--- src/rtl/mvm_host_sequencer.sv ---
// Host-side sequencer for the matrix-vector-multiply accelerator.
// Turns commands and an operand stream into the load/start strobes and bursts, then collects K results.
module mvm_host_sequencer #(
  parameter int K       = 32,
  parameter int B       = 8,
  parameter int RES_LAT = 1,
  parameter int TIMEOUT = 4096
) (
  input  logic           clk,
  input  logic           reset,
  input  logic           cmd_valid,
  output logic           cmd_ready,
  input  logic [1:0]     cmd_op,
  input  logic           in_valid,
  output logic           in_ready,
  input  logic [B-1:0]   in_data,
  output logic           res_valid,
  output logic [2*B-1:0] res_data,
  output logic           res_last,
  output logic           busy,
  output logic           err_underflow,
  output logic           err_timeout,
  input  logic           err_clr,
  output logic           mvm_load_matrix,
  output logic           mvm_load_vector,
  output logic           mvm_start,
  output logic [B-1:0]   mvm_data_in,
  input  logic           mvm_done,
  input  logic [2*B-1:0] mvm_data_out
);

  localparam int EW = $clog2(K*K+1);
  localparam int TW = $clog2(TIMEOUT+1);
  localparam int CW = $clog2(RES_LAT+K+1);

  localparam logic [EW-1:0] MAT_END = EW'(K*K-1);
  localparam logic [EW-1:0] VEC_END = EW'(K-1);
  localparam logic [TW-1:0] TMO_END = TW'(TIMEOUT-1);
  localparam logic [CW-1:0] COL_BEG = CW'(RES_LAT);
  localparam logic [CW-1:0] COL_END = CW'(RES_LAT+K-1);

  typedef enum logic [2:0] {
    IDLE,
    MAT_PULSE,
    MAT_STREAM,
    VEC_PULSE,
    VEC_STREAM,
    RUN_PULSE,
    WAIT_DONE,
    COLLECT
  } state_t;

  state_t        state;
  logic [EW-1:0] elem;
  logic [TW-1:0] tmo;
  logic [CW-1:0] ccnt;
  logic          run_after;

  logic stream;
  logic under_hit;
  logic tmo_hit;

  assign stream    = (state == MAT_STREAM) || (state == VEC_STREAM);
  assign under_hit = stream && !in_valid;
  assign tmo_hit   = (state == WAIT_DONE) && !mvm_done && (tmo == TMO_END);

  assign cmd_ready   = (state == IDLE);
  assign busy        = (state != IDLE);
  assign in_ready    = stream;
  // Operand goes straight through so element e lands on cycle C+2+e.
  assign mvm_data_in = (stream && in_valid) ? in_data : '0;

  always_ff @(posedge clk) begin
    if (reset) begin
      state           <= IDLE;
      elem            <= '0;
      tmo             <= '0;
      ccnt            <= '0;
      run_after       <= 1'b0;
      res_valid       <= 1'b0;
      res_data        <= '0;
      res_last        <= 1'b0;
      err_underflow   <= 1'b0;
      err_timeout     <= 1'b0;
      mvm_load_matrix <= 1'b0;
      mvm_load_vector <= 1'b0;
      mvm_start       <= 1'b0;
    end else begin
      mvm_load_matrix <= 1'b0;
      mvm_load_vector <= 1'b0;
      mvm_start       <= 1'b0;
      res_valid       <= 1'b0;
      res_last        <= 1'b0;

      if (under_hit)    err_underflow <= 1'b1;
      else if (err_clr) err_underflow <= 1'b0;
      if (tmo_hit)      err_timeout   <= 1'b1;
      else if (err_clr) err_timeout   <= 1'b0;

      case (state)
        IDLE: begin
          elem <= '0;
          if (cmd_valid) begin
            unique case (cmd_op)
              2'd0: begin
                state           <= MAT_PULSE;
                mvm_load_matrix <= 1'b1;
              end
              2'd1, 2'd3: begin
                state           <= VEC_PULSE;
                mvm_load_vector <= 1'b1;
                run_after       <= cmd_op[1];
              end
              2'd2: begin
                state     <= RUN_PULSE;
                mvm_start <= 1'b1;
              end
            endcase
          end
        end
        MAT_PULSE: state <= MAT_STREAM;
        MAT_STREAM: begin
          if (elem == MAT_END) state <= IDLE;
          else                 elem  <= elem + 1'b1;
        end
        VEC_PULSE: state <= VEC_STREAM;
        VEC_STREAM: begin
          if (elem == VEC_END) begin
            if (run_after) begin
              state     <= RUN_PULSE;
              mvm_start <= 1'b1;
            end else begin
              state <= IDLE;
            end
          end else begin
            elem <= elem + 1'b1;
          end
        end
        RUN_PULSE: begin
          state <= WAIT_DONE;
          tmo   <= '0;
        end
        WAIT_DONE: begin
          if (mvm_done) begin
            state <= COLLECT;
            ccnt  <= CW'(1);
            // With zero latency y[0] is already on the bus in the done cycle.
            if (RES_LAT == 0) begin
              res_valid <= 1'b1;
              res_data  <= mvm_data_out;
            end
          end else if (tmo_hit) begin
            state <= IDLE;
          end else begin
            tmo <= tmo + 1'b1;
          end
        end
        COLLECT: begin
          ccnt <= ccnt + 1'b1;
          if (ccnt >= COL_BEG) begin
            res_valid <= 1'b1;
            res_data  <= mvm_data_out;
          end
          if (ccnt == COL_END) begin
            res_last <= 1'b1;
            state    <= IDLE;
          end
        end
        default: state <= IDLE;
      endcase
    end
  end

endmodule

--- config.mk ---
export PLATFORM = sky130hd
export DESIGN_NAME = mvm_host_sequencer
export DESIGN_NICKNAME = d
export VERILOG_FILES = /design/src/rtl/mvm_host_sequencer.sv
export SDC_FILE = /design/constraint.sdc
export NUM_CORES = 1
export LEC_CHECK = 0
export CAP_MARGIN = 20
export CORE_ASPECT_RATIO = 0.7
export CORE_MARGIN = 4
export CORE_UTILIZATION = 40
export DETAILED_ROUTE_END_ITERATION = 10
export PLACE_DENSITY_LB_ADDON = 0.3
export SLEW_MARGIN = 10
export SYNTH_ARGS = -nofsm -noshare
export SYNTH_HDL_FRONTEND = slang
export SYNTH_SLANG_ARGS = --single-unit
--- constraint.sdc ---
create_clock -name clk -period 2.65 [get_ports clk]
set_input_delay 0.265 -clock clk [delete_from_list [all_inputs] [get_ports clk]]
set_output_delay 0.265 -clock clk [all_outputs]
set_load 0.005 [all_outputs]
---- After elaboration in Yosys (flattened, before gate mapping) ----
Cells that the tools add are included.
word-level totals
  register bits ........................... 57
  output and inout bits ................... 34
operators by class
  add/subtract/negate cells ............... 3
  $lt $le $gt $ge ......................... 1
  equality and inequality tests ........... 24
  multiplexer cells ....................... 30
  bitwise gates (word level) .............. 3
  reductions and logical operators ........ 24
operator list
  operator                                                           count
  case mux 11 bit (3 select lines)                                   1
  2-to-1 mux 13 bit                                                  2
  case mux 13 bit (2 select lines)                                   1
  case mux 3 bit (8 select lines)                                    1
  2-to-1 mux 11 bit                                                  2
  2-to-1 mux 3 bit                                                   7
  inequality test 2 bit, second input constant                       7
  adder 13 x 1 -> 13 bit, second input constant                      1
  equality test 13 x 12 -> 1 bit, second input constant              1
  equality test 3 bit, second input constant                         4
  case mux 6 bit (2 select lines)                                    1
  adder 11 x 1 -> 11 bit, second input constant                      1
  equality test 11 x 10 -> 1 bit, second input constant              1
  equality test 11 x 5 -> 1 bit, second input constant               1
  2-to-1 mux 1 bit                                                   11
  case mux 3 bit (3 select lines)                                    1
  AND reduction 3 bit                                                3
  2-to-1 mux 8 bit                                                   1
  nonzero test 2 bit                                                 4
  adder 6 x 1 -> 6 bit, second input constant                        1
  equality test 3 x 2 -> 1 bit, second input constant                2
  equality test 6 bit, second input constant                         1
  greater-or-equal comparator 6 x 1 -> 1 bit, second input constant  1
  2-to-1 mux 6 bit                                                   1
  other kinds (17)                                                   28

---- Logic depth before layout (Yosys ltp) ----
Gate-level depths: netlist of run 1.
  depth after elaboration ................. 6
  depth in mapped cells ................... 7
  depth with buffers taken out ............ 7

---- Least setup slack after synthesis of run 1 ----
No wires, ideal clock.
  kind .................................... reg2reg
  from .................................... reg tmo[0]
  to ...................................... reg state[1]
  setup time .............................. 0.117 ns
  arrival time ............................ 1.844 ns
  required time ........................... 2.533 ns
  path slack .............................. 0.689 ns
  stages on the path, launching flop included .. 7
  path buffers ............................ 0
  period minus slack after synthesis ...... 1.961 ns
  cells stage by stage .................... dfxtp_1 > ha_1 > nand3_1 > or4_4 > a221oi_4 > o31ai_1 > a32o_1
on the way
  word-level cells in the longest chain between the ends .. 4
ends and longest elaborated chain
  what                                    RTL line  text
  from (decl)                             55        logic [TW-1:0] tmo;
  from (signal assigned)                  155       tmo <= tmo + 1'b1;
  equality test 13 x 12 -> 1 bit          65        assign tmo_hit = (state == WAIT_DONE) && !mvm_done && (tmo == TMO_END);
  logical AND 1 bit                       65
  inequality test 3 bit (no source line)  n/a
  AND reduction 5 bit (no source line)    n/a
  to (signal assigned)                    75        state <= IDLE;
  to (signal assigned)                    106       state <= MAT_PULSE;
  to (signal assigned)                    110       state <= VEC_PULSE;
  to (decl)                               53        state_t state;
No other way between the ends.
A chain may end at the register's enable or synchronous reset.

---- Worst setup path in the final report of run 1 ----
  from .................................... reg state[2]
  to ...................................... out mvm_data_in[0]
on the way
  word-level cells in the longest chain between the ends .. 4
ends and longest elaborated chain
  what                                                                 RTL line  text
  equality test 3 x 2 -> 1 bit or equality test 3 bit (tied branches)  63        assign stream = (state == MAT_STREAM) || (state == VEC_STREAM);
  logical OR 1 bit (*)                                                 63
  logical AND 1 bit (*)                                                71        assign mvm_data_in = (stream && in_valid) ? in_data : '0;
  2-to-1 mux 8 bit (*)                                                 71
  to (decl)                                                            27        output logic [B-1:0] mvm_data_in,
Mark *: on every way between the ends. The rest lies on a longest branch, timed or not.

==> results of run 1 <==
-- critical path, stage by stage (launching register included) --
cell	delay (ps)
dfxtp_1	620
xnor2_1	200
nor2_2	300
and3_1	210
clkdlybuf4s50_1	510
-- metal layers --
layer	up-vias	track usage (%)	part of all wire, %
li1	1286	-	-
met1	1169	21.49	49
met2	88	23.96	40
met3	10	8.473	10
met4	0	6.986	1.3
met5	-	0	0
-- cells by family after synthesis --
logic type	synth area share, %
xor gates and xnor gates	2.275
muxes	6.314
AOI/OAI and AO/OA	15.41
buffers and inverters	3.064
adders and majority gates	2.693
DFF	42.34
and+or+nand+nor	27.90
-- stage by stage --
stage                     worst slack, ps  hold slack, ps  cells  power [mW]  area, sq um
final                               208.8           475.8    478       2.368         3621
after global routing                62.21           512.1    478       2.512         3621
after CTS                           73.42           487.4    478       2.386         3618
after detailed placement            443.7           479.9    464       1.686         3456
after global placement              526.8           459.6    464       1.679         3456
after floorplan                     688.6           343.1    313       1.375         2695
-- report_power, final --
group	leakage (nW)	switching [mW]	internal, mW
registers	0.460	0.0945	0.899
clock network	0.0826	0.307	0.381
logic	0.683	0.349	0.338
-- sequential cells by signal, indices dropped and copies added (netlist names) --
name             count
res_data            16
tmo                 13
elem                11
ccnt                 6
state                3
err_timeout          1
err_underflow        1
mvm_load_matrix      1
mvm_load_vector      1
mvm_start            1
res_last             1
res_valid            1
run_after            1
-- Yosys cell counts, types with 2 or more instances --
| library cell | number | area, sq um |
|---|---|---|
| clkbuf_1 | 6 | 22.52 |
| nand2b_1 | 4 | 25.02 |
| or2_2 | 3 | 18.77 |
| dfxtp_1 | 57 | 1141 |
| xnor2_1 | 6 | 52.55 |
| nor3_1 | 5 | 25.02 |
| or3_1 | 11 | 68.82 |
| a211oi_1 | 6 | 45.04 |
| nand3b_1 | 3 | 22.52 |
| nand4_1 | 4 | 25.02 |
| o31ai_1 | 6 | 45.04 |
| and3b_1 | 2 | 17.52 |
| inv_1 | 9 | 33.78 |
| nor3b_1 | 2 | 15.01 |
| ha_1 | 5 | 62.56 |
| o21ai_0 | 12 | 60.06 |
| nor2_1 | 36 | 135.1 |
| and2_1 | 3 | 18.77 |
| a21oi_1 | 29 | 145.1 |
| and3_1 | 11 | 68.82 |
| a311oi_1 | 2 | 17.52 |
| buf_2 | 3 | 15.01 |
| nand3_1 | 17 | 85.08 |
| a31oi_1 | 3 | 18.77 |
| mux2i_1 | 17 | 170.2 |
| or4_1 | 6 | 45.04 |
| nand2_1 | 23 | 86.33 |
| nor4_1 | 4 | 25.02 |
-- cell type report --
cell class              count  share of cell area (%)
repair buffers             71                   19.21
well taps                  91                   3.144
multi-input cells         236                   40.70
flip-flops and latches     57                   31.51
clock buffers              14                   4.492
inverters                   9                  0.9330
-- path summary, 6_finish.rpt --
kind | to | slack (ps) | cells after the start
worst max-delay path | mvm_data_in[0] | 210 | 4
worst min register to register | err_timeout | 480 | 2
worst min-delay path | err_timeout | 480 | 2
worst max register to register | elem[9] | 500 | 6
-- layout by cell type, fill, tap and decap left out, types with 3 or more instances in the layout --
cell type        Yosys  final
clkdlybuf4s50_1      0     65
dfxtp_1             57     57
nor2_1              36     35
a21oi_1             29     29
nand2_1             23     23
nand3_1             17     17
mux2i_1             17     17
o21ai_0             12     12
and3_1              11     11
or3_1               11     11
clkbuf_8             0     11
inv_1                9      9
xnor2_1              6      6
o31ai_1              6      6
or4_1                6      6
a211oi_1             6      6
buf_4                1      6
nor3_1               5      5
ha_1                 5      5
nand2b_1             4      4
nor4_1               4      4
nand4_1              4      4
or2_2                3      3
nand3b_1             3      3
a31oi_1              3      3
and2_1               3      3
clkbuf_1             6      3
==> impl_metrics.toml, run 1 <==
[finish]
layout.nets = 421
ff_latch_area_sq_um = 1141
drive_above_1_share_pct = 7.235
fin_util_pct = 56.88
antenna_cells = 0
multi_input_area_sq_um = 1474
nFillCells = 578
area_delta_synth_final_pct = 34.35

[placement]
hpwl_mm = 4.814
gp_congestion = 0.9094
io_buffers = 65

[setup_path]
critPathLaunch = "state[2]"
worst_setup_path_start_kind = "register"
crit_arrival_ps = 2180
critPathMaxFanout = 15
cp-end-kind = "output pin"
critPathRequiredTime_ps = 2380
regToRegStartpoint = "elem[0]"
path_class = "reg -> out"

[yosys]
netlist_area_sq_um = 2695
synth_cell_types = 46
syn-num-nets = 350
async_flop_share_pct = 0
ys.flop_type = "dfxtp_1"
synth.avg_cell_area_sq_um = 8.610
synth_seq_area_share_pct = 42.34
synth-seq-cells = 57
post_synth_inst_count = 313
yosysWarnings = 0
synth_edf_count = 0

[timing]
rsz0062_at_grt = "no"
slew_headroom_pct = 58.21
finalHoldViolCount = 0
setup_violations = 0
max_freq_mhz = 409.6
maxSlewViolCount = 0
worst_slew_pin_slew_ps = 618.2
skew_ps = 10.35
fin_crit_ps = 2441
setup_tns_ps = 0
fin_crit_sh_pct = 92.12

[die]
dieHeight_microns = 76.68
initial_core_util_pct = 42.33
coreArea_sq_um = 6366
row_count = 24
die_area_sq_um = 8136
pin_count = 66
die_w_microns = 106.1

[grt]
overflow = 0
grt_max_degree = 24
antenna_found_initial = 0
track_usage_pct = 16.85
grt_pass1_wl_mm = 11.16
grt_pass1_vias = 2387

[pwr]
ir_drop_mv = 0.3488
power_leakage_nw = 1.226
powerDensity_nw_per_um2 = 654.0

[worst_hold_path]
hp-start = "err_timeout"
min_path_type = "reg -> reg"

[route]
drc = 0
drt-initial-drc-count = 277
dr.pass1.iters = 4
finalWirelength_mm = 6.613
post_drt_wl_per_cell_microns = 13.83
ant_nets = 0
num_vias = 2553
via_per_inst = 5.341

[clock_network]
post_cts_buffers = 0
insertion_delay_ps = 330
clock-sinks = 57
clk_pin_slew_ps = 60
post_cts_resized = 0
cts_tree = "done"
clock_path_buffers = 2
htreeDepth = 3
cts_buffers = 9
cts_hold_buf = 0
clockRootBuffer = "clkbuf_8"

[outcome]
status = "finished clean"

[job]
drv_cap = 0
(Power assumes the default switching activity.)
==> inputs of run 2 (changes only) <==
--- a/config.mk
+++ b/config.mk
@@ -8,7 +8,8 @@
 export CAP_MARGIN = 20
 export CORE_ASPECT_RATIO = 0.7
 export CORE_MARGIN = 4
-export CORE_UTILIZATION = 40
+export CORE_UTILIZATION = 49
+export CTS_CLUSTER_SIZE = 16
 export DETAILED_ROUTE_END_ITERATION = 10
 export PLACE_DENSITY_LB_ADDON = 0.3
 export SLEW_MARGIN = 10
==> run 2 against run 1 <==
  * Non-clock buffer count did not move
  * Global-route usage rose by 4.8 points
  * Register-to-register slack got worse by 60 ps
  * Setup slack got worse by 6.9 ps
  * Critical endpoint is now mvm_data_in[4]
  * Core utilization rose by 13 points
==> impl_metrics.toml, run 2 (same netlist as run 1, synthesis figures left out) <==
[pwr]
p_sw_mw = 0.7959
fin_total_pwr_mw = 2.681
power_leakage_nw = 1.262
power.share.sequential_pct = 37.1
powerDensity_nw_per_um2 = 728.8
ir_drop_mv = 0.5221
clkPwrFrac_pct = 37.1
p_int_mw = 1.885
swShare_pct = 29.69
p_comb_share_pct = 25.8

[timing]
finalHoldViolCount = 0
fin_crit_sh_pct = 92.38
skew_ps = 8.280
max_freq_mhz = 408.5
setup_violations = 0
fin_crit_ps = 2448
worst_slew_pin_slew_ps = 666.2
slew_headroom_pct = 55.18
maxSlewViolCount = 0
rsz0062_at_grt = "no"
setup_tns_ps = 0

[route]
via_per_inst = 5.779
drc = 0
dr.pass1.iters = 7
post_drt_wl_per_cell_microns = 15.74
ant_nets = 0
finalWirelength_mm = 7.255
num_vias = 2664
drt-initial-drc-count = 227

[setup_path]
critPathLaunch = "state[2]"
critPathTopFamily = "flip-flops"
cp-end-kind = "output pin"
cpMaxStageDelayCell = "dfxtp_1"
ff2ff_path_depth = 6
path_class = "reg -> out"
regToRegStartpoint = "elem[0]"
critPathRequiredTime_ps = 2380
crit_arrival_ps = 2180
rrSetupSlack_ps = 440
worst_setup_path_start_kind = "register"
crit_buf_inv = 1
worstPathCellList = "xnor2_1 -> nor2_2 -> and3_1 -> clkdlybuf4s50_1"
critPathMaxFanout = 15
slowest_delay_ps = 630
r2r-end = "elem[9]"

[job]
drv_cap = 0

[die]
row_count = 22
coreArea_sq_um = 5285
initial_core_util_pct = 50.99
pin_count = 66
die_area_sq_um = 6770
dieHeight_microns = 70.05
die_w_microns = 96.64

[finish]
drive_above_1_share_pct = 8.226
antenna_cells = 0
area_delta_synth_final_pct = 36.49
largest_registers = "res_data (16), tmo (13), elem (11)"
layout_commonest_cell = "clkdlybuf4s50_1"
largest_reg_flops = 16
most-common-layout-cells = "clkdlybuf4s50_1, dfxtp_1, nor2_1, a21oi_1, nand2_1"
top_register = "res_data"
layout.nets = 421

[outcome]
status = "finished clean"

[placement]
io_buffers = 65
hpwl_mm = 5.081
gp_congestion = 0.9756

[clock_network]
cts_hold_buf = 0
cts_buffers = 9
insertion_delay_ps = 340
clockRootBuffer = "clkbuf_8"
clock-sinks = 57
clock_path_buffers = 2
cts_tree = "done"
clk_pin_slew_ps = 70
htreeDepth = 3

[grt]
track_usage_pct = 21.64
grt_pass1_vias = 2500
grt_max_degree = 37
antenna_found_initial = 0
overflow = 0
grt_pass1_wl_mm = 11.84

[worst_hold_path]
hold_path_end = "err_timeout"
hp-start = "err_timeout"
hold_path_depth = 2
min_path_type = "reg -> reg"
## run 2: power by group through the flow
stage | Sequential, mW | Combinational [mW] | Clock [mW]
global route | 1.00 | 0.754 | 1.06
floorplan | 0.950 | 0.426 | 0
detailed placement | 1.01 | 0.675 | 0
finish | 0.996 | 0.691 | 0.994
CTS | 0.989 | 0.683 | 1.01
global placement | 1.00 | 0.664 | 0
## run 2: worst min-delay path: cells and delay by family (launching register included)
| kind | cells | cell delay (ps) |
|---|---|---|
| simple gates | 1 | 70 |
| flops | 1 | 310 |
| compound gates | 1 | 50 |
## run 2: how the worst max path moves through the flow
stage / end / slack, ps / cells past startpoint
finish: mvm_data_in[4] / 200 / 4
global route: mvm_data_in[0] / 40 / 4
CTS: mvm_data_in[0] / 80 / 4
detailed placement: mvm_data_in[4] / 450 / 4
global placement: mvm_data_in[1] / 530 / 4
floorplan: state[1] / 690 / 6
## run 2: layout make-up
type / count / area (sq um)
Inverter: 9 / 33.78
Fill cell: 412 / 1607
Tap cell: 72 / 90.09
Timing Repair Buffer: 71 / 695.7
Clock inverter: 5 / 102.6
Clock buffer: 11 / 141.4
Sequential cell: 57 / 1141
Multi-Input combinational cell: 236 / 1474
## run 2: routing by layer
layer  vias up  GRT usage (%)  routed length [microns]
li1       1293              -                        -
met1      1223          26.16                     3148
met2       142          34.10                     3233
met3         6          10.78                      780
met4         0          6.075                       93
met5         -              0                        0
## run 2: metrics by stage
step | std cells | instance area (sq um) | utilization (%) | setup WS (ps) | hold slack [ps]
after floorplan | 313 | 2695 | - | 688.6 | 343.1
after global placement | 445 | 3432 | 64.94 | 531.7 | 460.9
after detailed placement | 445 | 3432 | 64.94 | 445.0 | 465.6
after CTS | 461 | 3676 | 69.55 | 76.88 | 476.6
after global routing | 461 | 3679 | 69.60 | 40.78 | 506.9
final | 461 | 3679 | 69.60 | 201.9 | 474.0
## run 2: repair_timing
action | CTS | global route
buffers inserted | 0 | 0
resized for setup | 0 | 1
setup endpoints to repair | 0 | 8
hold endpoints to repair | 0 | 0
==> inputs of run 3 (changes only) <==
--- a/config.mk
+++ b/config.mk
@@ -11,8 +11,9 @@
 export CORE_UTILIZATION = 49
 export CTS_CLUSTER_SIZE = 16
 export DETAILED_ROUTE_END_ITERATION = 10
+export MAX_ROUTING_LAYER = met4
 export PLACE_DENSITY_LB_ADDON = 0.3
-export SLEW_MARGIN = 10
+export SLEW_MARGIN = 20
 export SYNTH_ARGS = -nofsm -noshare
 export SYNTH_HDL_FRONTEND = slang
 export SYNTH_SLANG_ARGS = --single-unit
==> run 3 against run 2 <==
  * Die area is the same
  * Core utilization did not move
  * Critical path depth unchanged
  * Register-to-register slack barely moved
  * Global-route usage rose by 0.61 points
  * Cell count unchanged
  * Non-clock buffer count unchanged
  * Critical path type unchanged
  * Setup slack worse by 2.4 ps
  * Worst hold slack is essentially flat
  * Sequential power about the same
  * Critical endpoint unchanged
  * Routed wire length about the same
  * First-iteration DRC count is 28% higher
==> impl_metrics.toml, run 3 (same netlist as run 1, synthesis figures left out) <==
[outcome]
status = "finished clean"

[finish]
antenna_cells = 0
area_delta_synth_final_pct = 36.49
top_register = "res_data"
layout.nets = 421
drive_above_1_share_pct = 8.226
most-common-layout-cells = "clkdlybuf4s50_1, dfxtp_1, nor2_1, a21oi_1, nand2_1"
fin_util_pct = 69.60
layout_commonest_cell = "clkdlybuf4s50_1"
nFillCells = 412
largest_registers = "res_data (16), tmo (13), elem (11)"
final_cells = 461
largest_reg_flops = 16

[timing]
setup_violations = 0
rsz0062_at_grt = "no"
finalHoldViolCount = 0
fin_crit_sh_pct = 92.47
fin_crit_ps = 2450
maxSlewViolCount = 0
skew_ps = 5.883
slew_headroom_pct = 53.54
worst_slew_pin_slew_ps = 690.6
max_freq_mhz = 408.1
setup_tns_ps = 0

[clock_network]
clock_path_buffers = 2
cts_hold_buf = 0
clk_pin_slew_ps = 60
post_cts_buffers = 0
clockRootBuffer = "clkbuf_8"
clock-sinks = 57
cts_tree = "done"
htreeDepth = 3
cts_buffers = 9
post_cts_resized = 0
insertion_delay_ps = 340

[setup_path]
critPathRequiredTime_ps = 2380
cp-end-kind = "output pin"
critPathLaunch = "state[2]"
crit_buf_inv = 1
cpMaxStageDelayCell = "dfxtp_1"
worst_setup_path_start_kind = "register"
slowest_delay_ps = 640
path_class = "reg -> out"
critPathTopFamily = "flip-flops"
worstPathCellList = "xnor2_1 -> nor2_2 -> and3_1 -> clkdlybuf4s50_1"
critPathMaxFanout = 15
crit_arrival_ps = 2190
regToRegStartpoint = "state[2]"

[placement]
io_buffers = 65
gp_congestion = 0.9939
hpwl_mm = 5.081
dpl.cell_count = 445

[route]
num_vias = 2686
drc = 0
dr.pass1.iters = 6
via_per_inst = 5.826
post_drt_wl_per_cell_microns = 15.75
ant_nets = 0
drt-initial-drc-count = 290
finalWirelength_mm = 7.260

[pwr]
power_leakage_nw = 1.262
ir_drop_mv = 0.5208
powerDensity_nw_per_um2 = 728.1

[worst_hold_path]
min_path_type = "reg -> reg"
hp-start = "err_timeout"

[die]
dieHeight_microns = 70.05
coreArea_sq_um = 5285
die_w_microns = 96.64
pin_count = 66
initial_core_util_pct = 50.99
row_count = 22
die_area_sq_um = 6770

[grt]
track_usage_pct = 22.26
grt_max_degree = 37
antenna_found_initial = 0
grt_pass1_wl_mm = 11.81
overflow = 0
grt_pass1_vias = 2512

[job]
drv_cap = 0
run 3: cell counts in the layout (fill, tap and decap cells not counted):
No cell type changed its count.
run 3: final timing paths:
path,endpoint,slack (ps),cells after the start
max,mvm_data_in[4],200,4
min,err_timeout,470,2
max reg2reg,tmo[5],430,5
min reg2reg,err_timeout,470,2
run 3: power breakdown:
part	switching [mW]	internal (mW)	leakage (nW)
combinational	0.355	0.339	0.683
clock	0.342	0.648	0.120
sequential	0.0967	0.898	0.460
run 3: layer usage:
metal / GRT usage, % / vias to the layer above / wire length (microns)
met5: - / - / 0
met4: 6.075 / 0 / 59
met3: 9.182 / 6 / 746
met2: 34.17 / 154 / 3256
met1: 27.07 / 1234 / 3197
li1: - / 1292 / -
run 3: worst min-delay path, stage by stage (launching register included):
cell      delay, ps
dfxtp_1         310
nand2b_1         70
a21oi_1          50
run 3: layout make-up:
type                       instances  area (sq um)  area share, %
multi-input combinational        236          1474          40.07
timing repair buffer              71         695.7          18.91
clock buffer                      11         141.4          3.844
sequential                        57          1141          31.02
clock inverter                     5         102.6          2.789
inverter                           9         33.78         0.9184
tap                               72         90.09          2.449
run 3: stage by stage:
stage	total power [mW]	setup slack, ps	area (sq um)	hold slack [ps]
2_1_floorplan	1.375	688.6	2695	343.1
3_3_place_gp	1.669	531.7	3432	460.9
3_5_place_dp	1.684	445.0	3432	465.6
4_1_cts	2.683	76.88	3676	476.6
5_1_grt	2.816	40.77	3679	506.9
6_report	2.678	199.5	3679	474.1
==> edit, RTL diff (flow settings as in run 1) <==
Re-encode `state_t` (8 states) as Gray code, 3 bits wide.
--- a/src/rtl/mvm_host_sequencer.sv
+++ b/src/rtl/mvm_host_sequencer.sv
@@ -42,10 +42,10 @@
   typedef enum logic [2:0] {
-    IDLE,
-    MAT_PULSE,
-    MAT_STREAM,
-    VEC_PULSE,
-    VEC_STREAM,
-    RUN_PULSE,
-    WAIT_DONE,
-    COLLECT
+    IDLE       = 3'b000,
+    MAT_PULSE  = 3'b001,
+    MAT_STREAM = 3'b011,
+    VEC_PULSE  = 3'b010,
+    VEC_STREAM = 3'b110,
+    RUN_PULSE  = 3'b111,
+    WAIT_DONE  = 3'b101,
+    COLLECT    = 3'b100
   } state_t;
Check against the original RTL: same outputs for any inputs over 10 cycles, from zero or initial values and one cycle with reset high; not proved beyond that.
==> edit against run 1 <==
  * Non-clock buffer count down 2
  * Sequential cell count did not move
  * Worst setup slack better by 0.035 ns
  * Cell area grew 3.1%
  * Count of clock-buffer cells in the layout shrank 5
  * Synthesized area grew 4.4%
  * First-iteration DRC count down 63%
  * Maximum frequency is 1.5% higher
  * Total power up 16%
  * Worst hold slack gained 0.0090 ns
  * Routed wire length down 3.3%
  * Die area rose by 4.0%
  * Clock skew about the same
  * Critical endpoint is now mvm_data_in[4]
==> edit: results (changes against run 1) <==
status -> finished, final reports clean
met2 Usage GRT -> 21.8% (-2.2 points)
number of global-route vias before repair -> 2,279 (-4.5%)
Max Fanout on Critical Path -> 20 (+5)
placed cell areas -> 3500 µm² (+1.4%)
synth unique cells -> 53 (+15%)
Leak -> 1.35 nW (+10%)
complex-gate fraction of the synthesized area -> 10.4% (-5.1 points)
via count -> 2,450 (-4.0%)
switching share of power -> 31.8% (+0.13 points)
gp weighted congestion -> 0.821 (-9.8%)
met3 wire length -> 612 µm (-7.6%)
worst hold margin -> 0.485 ns (+0.00902 ns)
largest net degree at the start of global routing -> 36 (+50%)
hold_sp -> tmo[12]
Worst Hold Path EP -> tmo[12]
Starting DRT DRC Count -> 103 (-63%)
post-synthesis adder-cell area fraction -> 2.22% (-0.47 points)
Area contributors post-synth -> dfxtp_1 (41%), nor2_1 (7.2%), mux2i_1 (6.8%)
dpl hpwl -> 4.65 mm (-3.5%)
wire length on met1 -> 3.14 mm (-3.1%)
worst skew pair latency -> 0.35 ns (+0.02 ns)
GRT met1 Usage -> 22.1% (+0.57 points)
critical path's slowest cell -> dfxtp_2
Gate power share -> 28.9% (about the same)
edit: cell types whose count changed in the layout (fill, tap and decap cells not counted), sizes merged, moves of 5 or more:
cell,before,now
xor2,1,14
or3,11,3
or4,7,0
o21ai,12,7
nand2,23,17
nor2,36,54
a21oi,30,12
clkbuf,14,9
edit: worst max-delay path: cells and delay by family, from the launching register on:
kind,cells,cell delay [ns]
xor+xnor,1,0.21
buf+inv,1,0.50
flops,1,0.52
simple gates,2,0.57
edit: cell type report:
cell class / count / share of cell area (%)
Multi-Input combinational cell: 236 / 41.2
Sequential cell: 57 / 30.6
Timing Repair Buffer: 69 / 18.2
Clock buffer: 9 / 3.32
Tap cell: 94 / 3.15
Clock inverter: 7 / 2.75
Inverter: 7 / 0.704
edit: worst max path at each step:
stage | end | cells after the start | start | slack [ns]
4_1_cts | mvm_data_in[4] | 4 | state[0] | 0.06
3_3_place_gp | mvm_data_in[4] | 4 | state[0] | 0.55
6_report | mvm_data_in[4] | 4 | state[0] | 0.24
2_1_floorplan | elem[7] | 8 | elem[0] | 0.95
5_1_grt | mvm_data_in[1] | 4 | state[0] | 0.07
3_5_place_dp | mvm_data_in[4] | 4 | state[0] | 0.43
edit: stage by stage:
stage	setup slack (ns)	util [%]	std cells	total power, mW
6_report	0.244	55.0	479	2.74
5_1_grt	0.0667	55.0	479	2.91
4_1_cts	0.0558	54.9	479	2.77
3_5_place_dp	0.432	51.6	463	1.83
3_3_place_gp	0.553	51.6	463	1.82
2_1_floorplan	0.955	-	319	1.55
edit: repair_timing:
action | in CTS | in global routing
gates resized for setup | 0 | 2
endpoints found under the setup margin | 0 | 8
hold endpoints to repair | 0 | 0
